--- config.mk ---
export PLATFORM = sky130hd
export DESIGN_NAME = nap_countdown_timer
export DESIGN_NICKNAME = d
export VERILOG_FILES = /design/src/rtl/nap_countdown_timer.sv
export SDC_FILE = /design/constraint.sdc
export NUM_CORES = 1
export LEC_CHECK = 0
export CORE_UTILIZATION = 48
export CTS_CLUSTER_DIAMETER = 200
export DETAILED_ROUTE_END_ITERATION = 12
export GPL_ROUTABILITY_DRIVEN = 0
export HOLD_SLACK_MARGIN = 0.05
export PLACE_DENSITY = 0.73
export SKIP_CTS_REPAIR_TIMING = 1
export SLEW_MARGIN = 20
export SYNTH_ARGS = -nofsm -noshare
export SYNTH_HDL_FRONTEND = slang
export SYNTH_SLANG_ARGS = --single-unit
--- constraint.sdc ---
create_clock -name clock -period 2.65 [get_ports clock]
set_input_delay 0.795 -clock clock [delete_from_list [all_inputs] [get_ports clock]]
set_output_delay 0.795 -clock clock [all_outputs]
set_load 0.01 [all_outputs]
--- src/rtl/nap_countdown_timer.sv ---
// Countdown timer fed by the manual time-setting stage: loads HH:MM:SS on a setting-complete
// edge, counts down once per second, and raises the wake alarm at 00:00:00.
module nap_countdown_timer #(
  parameter int CLK_DIV   = 1000000,
  parameter int ALARM_SEC = 60
) (
  input  logic       clock,
  input  logic       reset,
  input  logic       complete_setting,
  input  logic [3:0] hour_ten_in,
  input  logic [3:0] hour_one_in,
  input  logic [3:0] min_ten_in,
  input  logic [3:0] min_one_in,
  input  logic [3:0] sec_ten_in,
  input  logic [3:0] sec_one_in,
  input  logic       start_stop,
  input  logic       alarm_ack,
  output logic [3:0] hour_ten_out,
  output logic [3:0] hour_one_out,
  output logic [3:0] min_ten_out,
  output logic [3:0] min_one_out,
  output logic [3:0] sec_ten_out,
  output logic [3:0] sec_one_out,
  output logic       running,
  output logic       alarm,
  output logic       load_error,
  output logic [2:0] state_dbg
);

  localparam logic [2:0] S_IDLE   = 3'd0;
  localparam logic [2:0] S_LOADED = 3'd1;
  localparam logic [2:0] S_RUN    = 3'd2;
  localparam logic [2:0] S_PAUSE  = 3'd3;
  localparam logic [2:0] S_ALARM  = 3'd4;

  localparam int PW = (CLK_DIV > 2) ? $clog2(CLK_DIV) : 1;
  localparam int AW = (ALARM_SEC > 1) ? $clog2(ALARM_SEC) : 1;
  localparam logic [PW-1:0] PRESC_MAX  = PW'(CLK_DIV - 1);
  localparam logic [AW-1:0] ALARM_LAST = AW'(ALARM_SEC - 1);

  logic [2:0]    r_state;
  logic          r_cs_prev;
  logic          r_load_req;
  logic [PW-1:0] r_presc;
  logic [AW-1:0] r_alarm_cnt;

  logic [2:0]    w_state_nxt;
  logic [PW-1:0] w_presc_nxt;
  logic [AW-1:0] w_alarm_cnt_nxt;
  logic [23:0]   w_digits;
  logic [23:0]   w_digits_nxt;
  logic [23:0]   w_in_digits;
  logic [23:0]   w_dec;
  logic          w_in_ok;
  logic          w_load_ok;
  logic          w_load_bad;
  logic          w_tick;

  // One BCD digit of the borrow chain: {borrow_out, new_digit}.
  function automatic logic [4:0] dec_digit(input logic [3:0] d, input logic b,
                                           input logic [3:0] top);
    if (!b)            return {1'b0, d};
    else if (d == 4'd0) return {1'b1, top};
    else               return {1'b0, d - 4'd1};
  endfunction

  assign w_digits    = {hour_ten_out, hour_one_out, min_ten_out, min_one_out,
                        sec_ten_out, sec_one_out};
  assign w_in_digits = {hour_ten_in, hour_one_in, min_ten_in, min_one_in,
                        sec_ten_in, sec_one_in};

  assign w_in_ok = (hour_ten_in <= 4'd9) && (hour_one_in <= 4'd9) &&
                   (min_ten_in <= 4'd5) && (min_one_in <= 4'd9) &&
                   (sec_ten_in <= 4'd5) && (sec_one_in <= 4'd9) &&
                   (w_in_digits != 24'd0);
  assign w_load_ok  = r_load_req && w_in_ok;
  assign w_load_bad = r_load_req && !w_in_ok;
  assign w_tick     = (r_presc == PRESC_MAX);
  assign state_dbg  = r_state;

  always_comb begin
    logic [4:0] s1, s10, m1, m10, h1;
    s1    = dec_digit(sec_one_out,  1'b1,   4'd9);
    s10   = dec_digit(sec_ten_out,  s1[4],  4'd5);
    m1    = dec_digit(min_one_out,  s10[4], 4'd9);
    m10   = dec_digit(min_ten_out,  m1[4],  4'd5);
    h1    = dec_digit(hour_one_out, m10[4], 4'd9);
    w_dec = {(h1[4] ? hour_ten_out - 4'd1 : hour_ten_out),
             h1[3:0], m10[3:0], m1[3:0], s10[3:0], s1[3:0]};
  end

  always_comb begin
    w_state_nxt     = r_state;
    w_presc_nxt     = r_presc;
    w_alarm_cnt_nxt = r_alarm_cnt;
    w_digits_nxt    = w_digits;
    if (w_load_ok) begin
      // A valid load wins over start_stop and alarm_ack in the same cycle.
      w_state_nxt     = S_LOADED;
      w_digits_nxt    = w_in_digits;
      w_presc_nxt     = '0;
      w_alarm_cnt_nxt = '0;
    end else begin
      case (r_state)
        S_IDLE: begin
          w_presc_nxt     = '0;
          w_alarm_cnt_nxt = '0;
        end
        S_LOADED: begin
          if (start_stop) begin
            w_state_nxt = S_RUN;
            w_presc_nxt = '0;
          end
        end
        S_RUN: begin
          if (w_tick) begin
            w_digits_nxt = w_dec;
            w_presc_nxt  = '0;
            if (w_dec == 24'd0) begin
              w_state_nxt     = S_ALARM;
              w_alarm_cnt_nxt = '0;
            end else if (start_stop) begin
              w_state_nxt = S_PAUSE;
            end
          end else if (start_stop) begin
            w_state_nxt = S_PAUSE;
          end else begin
            w_presc_nxt = r_presc + PW'(1);
          end
        end
        S_PAUSE: begin
          if (start_stop) w_state_nxt = S_RUN;
        end
        S_ALARM: begin
          w_digits_nxt = 24'd0;
          if (alarm_ack) begin
            w_state_nxt     = S_IDLE;
            w_presc_nxt     = '0;
            w_alarm_cnt_nxt = '0;
          end else if (w_tick) begin
            w_presc_nxt = '0;
            if (r_alarm_cnt == ALARM_LAST) begin
              w_state_nxt     = S_IDLE;
              w_alarm_cnt_nxt = '0;
            end else begin
              w_alarm_cnt_nxt = r_alarm_cnt + AW'(1);
            end
          end else begin
            w_presc_nxt = r_presc + PW'(1);
          end
        end
        default: begin
          w_state_nxt     = S_IDLE;
          w_presc_nxt     = '0;
          w_alarm_cnt_nxt = '0;
        end
      endcase
    end
  end

  always_ff @(posedge clock or posedge reset) begin
    if (reset) begin
      r_state      <= S_IDLE;
      r_cs_prev    <= 1'b0;
      r_load_req   <= 1'b0;
      r_presc      <= '0;
      r_alarm_cnt  <= '0;
      hour_ten_out <= 4'd0;
      hour_one_out <= 4'd0;
      min_ten_out  <= 4'd0;
      min_one_out  <= 4'd0;
      sec_ten_out  <= 4'd0;
      sec_one_out  <= 4'd0;
      running      <= 1'b0;
      alarm        <= 1'b0;
      load_error   <= 1'b0;
    end else begin
      r_cs_prev    <= complete_setting;
      r_load_req   <= complete_setting && !r_cs_prev;
      r_state      <= w_state_nxt;
      r_presc      <= w_presc_nxt;
      r_alarm_cnt  <= w_alarm_cnt_nxt;
      hour_ten_out <= w_digits_nxt[23:20];
      hour_one_out <= w_digits_nxt[19:16];
      min_ten_out  <= w_digits_nxt[15:12];
      min_one_out  <= w_digits_nxt[11:8];
      sec_ten_out  <= w_digits_nxt[7:4];
      sec_one_out  <= w_digits_nxt[3:0];
      running      <= (w_state_nxt == S_RUN);
      alarm        <= (w_state_nxt == S_ALARM);
      load_error   <= w_load_bad;
    end
  end

endmodule

==> results by stage <==
Outcome:
- The run finished, with violations left.
- The checks that failed: setup timing.

Worst setup path:
- The worst setup path is captured at a flip-flop.
- The beginning of the worst register-to-register path is r_presc[11].
- The maximum net fanout on the critical path is 22.
- The worst register-to-register path has a depth of 8.
- The data required time at the worst endpoint is 2.93 ns.
- The worst setup path is of the input pin to flip-flop kind.
- The capture instance of the worst register-to-register path is r_presc[11].
- The reg2reg setup slack is 0 ns.
- The worst setup path is launched from an input pin.
- Data on the critical path arrives at its endpoint at 2.98 ns.

Power and ir drop:
- Power spread over the standard cell area amounts to 534 nW/um^2.
- The switching share of power is 0.294.
- The net load switching power is 0.000793 W.
- Internal power comes to 0.00190 W.
- For this design the static power due to leakage is 2.10 nW.
- The design draws 0.00270 W.
- The worst IR drop on VDD is 0.485 mV.
- The sequential share of power is 0.389.
- The part of the power in combinational logic is 0.238.
- Of the total power, the clock network draws 0.372.

Synth:
- The share of synthesized registers carrying an async set or reset is 1.00.
- The most used flip-flop cell after synthesis is dfrtp_1.
- The share of the Yosys chip area taken by registers is 0.420.
- The synthesized instance count is 397.
- The share of synthesized area in the top cell type comes to 0.420.
- The count of synthesis-stage warnings from yosys is 0.
- The number of different library cells used by synthesis comes to 56.
- Synthesis inferred 58 register bits.
- The leading area contributor after synthesis is dfrtp_1.
- The cell area that synthesis handed to floorplanning was 3460 um^2.
- The synthesized net count is 429.
- The average size of a mapped cell is 8.70 um^2.
- After synthesis, the cell types taking the most area are dfrtp_1 42%, nand2_1 4.7%, nor2_1 4.1%.
- Counting flops with a built-in enable in the synthesized netlist gives 0.

STA:
- In the post-route analysis, the smallest setup slack over all paths is -0.0489 ns.
- The worst slew slack as a fraction of its limit is 0.671.
- The post-route clock period utilization is 1.02.
- The worst path in the final design needs a cycle of 2.70 ns, including I/O delays and setup.
- The final hold violation count was 0.
- The clock tree skew after final layout is 0.0104 ns.
- The number of pins exceeding their max-slew limit in the final report was 0.
- Setup repair after global routing could not meet its margin everywhere.
- Setup violations remaining at the end of the flow were counted as 7.
- At the pin with the least slew margin, the transition time is 0.493 ns.
- The achievable clock frequency is 0.371 GHz.

Clock tree:
- In this run the number of H-tree levels came out at 3.
- The clock passes through at most 2 buffers.
- The clock transition at the registers of the reported paths is 0.07 ns.
- At the later pin of the worst-skew pair, clock insertion delay measures 0.35 ns.
- The total clock buffers created by CTS is 9.
- TritonCTS built the clock tree.
- The clock net in this run drives a total of 58 sinks.
- The cell sitting at the root of the clock tree is a clkbuf_8.

Routing:
- After detailed routing, the average wire length per cell comes to 16.8 um.
- The routed layout has 3757 vias.
- In this run the remaining antenna-violating nets after routing total 0.
- The first-pass detailed-route iteration total is 5.
- The first routing iteration left 222 violations.
- The via count normalized by instance count is 6.04.
- Summed over all layers, the routed wires come to 10500 um.
- For this run, design rule violations remaining after detail routing come to 0.

Global route:
- For this run the aggregate overflow at the end of global routing stands at 0.
- The number of antenna violations at the first check in global routing is 0.
- The number of global-route vias before repair came to 3481.
- The overall track demand over capacity in global routing is 0.291.
- The maximum number of pins on one net before global-route repair is 23.
- The first global-routing pass estimated 17000 um of wire.

Layout:
- The layout-stage area growth over the synthesis result is 46.2%.
- The sequential cell area in the final layout is 1450 um^2.
- In the final design database the tool counted 553 nets.
- The number of antenna diodes in the final layout is 0.
- The commonest non-fill, non-tap cell in the layout is buf_4.
- The share of the core filled with cells is 0.736.
- In the final layout, the multi-input gates occupy 2040 um^2.
- After filler insertion, the fill cell instance count of the layout stands at 496.
- Leaving out fill and tap cells, the most frequent cells in the layout are 68 x buf_4, 58 x dfrtp_1, 54 x clkdlybuf4s50_1.
- The ratio of cells with drive above 1 in the final layout is 0.238.

Hold path:
- The worst min-delay path class is flip-flop to flip-flop.
- Along the worst hold path, the cell count comes to 1.
- The end of the worst hold path is r_load_req.
- The origin of the worst min-delay path is r_cs_prev.

Floorplan:
- The die covers 7540 um^2.
- The number of cell rows is 30.
- The total core area is 6870 um^2.
- The die is 86.9 um wide.
- Measured along the y axis, the die boundary spans 86.9 um.
- For this configuration, the core starts out at a cell density of 0.503.
- 59 I/O pins were placed.

Job:
- Across the run, the number of max-cap violations was 0.

Placement:
- The number of buffers inserted by port buffering is 58.
- Summed over all nets, the half-perimeter wirelength after detailed placement is 7600 um.
## critical path, stage by stage
cell and delay [ns]:
clkdlybuf4s50_1 0.49, a22oi_1 0.18, and4_1 0.25, o211a_1 0.24, a2111oi_2 0.05, buf_4 0.18, buf_12 0.15, or4_4 0.52
a21oi_2 0.13
## power by group through the flow
stage	sequential (W)	clock, W	combinational, W
after global placement	0.00106	0	0.000597
final	0.00105	0.00100	0.000642
after floorplan	0.00108	0	0.000264
after detailed placement	0.00106	0	0.000608
after global routing	0.00106	0.00105	0.000699
after CTS	0.00105	0.00102	0.000613
## cells by family after synthesis
logic type | synth area share
AO/OA/AOI/OAI | 0.198
XOR/XNOR | 0.00253
adder cells (fa/ha/maj) | 0.0109
buffers and inverters | 0.0348
flip-flops | 0.420
multiplexers | 0.0264
AND/OR/NAND/NOR | 0.307
## state kept, by name (all words and copies together), names as in the netlist
signal        count
alarm             1
hour_one_out      4
hour_ten_out      4
load_error        1
min_one_out       4
min_ten_out       4
r_alarm_cnt       6
r_cs_prev         1
r_load_req        1
r_presc          20
running           1
sec_one_out       4
sec_ten_out       4
state_dbg         3
## through the flow
step	setup slack (ns)	TNS (ns)	cells	area [um^2]	hold WS, ns
2_1_floorplan	-0.0892	-0.884	397	3480	0.378
3_3_place_gp	-0.409	-10.45	602	4630	0.384
3_5_place_dp	-0.466	-10.76	602	4630	0.390
4_1_cts	-0.214	-2.48	618	4880	0.399
5_1_grt	-0.0647	-0.552	622	5050	0.404
6_report	-0.0489	-0.167	622	5050	0.396
## Yosys cell counts, types with 2 or more instances
library cell / n
or4_1: 11
o21ai_1: 3
nor4_1: 14
nor4_4: 3
nor3_1: 8
o311ai_0: 2
o21ai_0: 26
mux2i_1: 8
clkbuf_1: 14
a31oi_1: 7
o22a_1: 2
inv_1: 12
o21a_1: 2
nand2b_1: 4
and4_1: 2
a211oi_1: 2
o31ai_1: 9
a21oi_1: 24
and3_1: 3
nand2_1: 43
or4b_1: 2
ha_1: 3
nand3_1: 22
nor2b_1: 8
and2_1: 3
nor2_1: 38
dfrtp_1: 58
or3_1: 10
buf_6: 2
nand3b_1: 2
o211ai_1: 6
o31a_1: 8
nand4_1: 13
## layout make-up
| cell class | count | area share |
|---|---|---|
| Clock buffer | 13 | 0.0354 |
| Multi-Input combinational cell | 311 | 0.403 |
| Tap cell | 96 | 0.0238 |
| Inverter | 12 | 0.00891 |
| Clock inverter | 3 | 0.0136 |
| Timing Repair Buffer | 129 | 0.228 |
| Sequential cell | 58 | 0.287 |
## per-layer routing
metal,global-route usage,up-vias,part of all wire
li1,-,1757,-
met5,0,-,0
met2,0.431,143,0.46
met1,0.405,1834,0.46
met4,0.142,0,0.023
met3,0.0578,23,0.060
## worst max-delay path by stage
stage | start | to | slack, ns | cells after the start
floorplan | r_presc[6] | min_one_out[2] | -0.09 | 8
global placement | sec_ten_in[2] | r_presc[11] | -0.41 | 9
detailed placement | hour_ten_in[3] | r_presc[18] | -0.47 | 10
CTS | r_presc[6] | r_presc[18] | -0.21 | 8
global route | min_ten_in[2] | r_presc[11] | -0.06 | 9
finish | sec_ten_in[1] | r_presc[11] | -0.05 | 9
(Power assumes the default switching activity.)
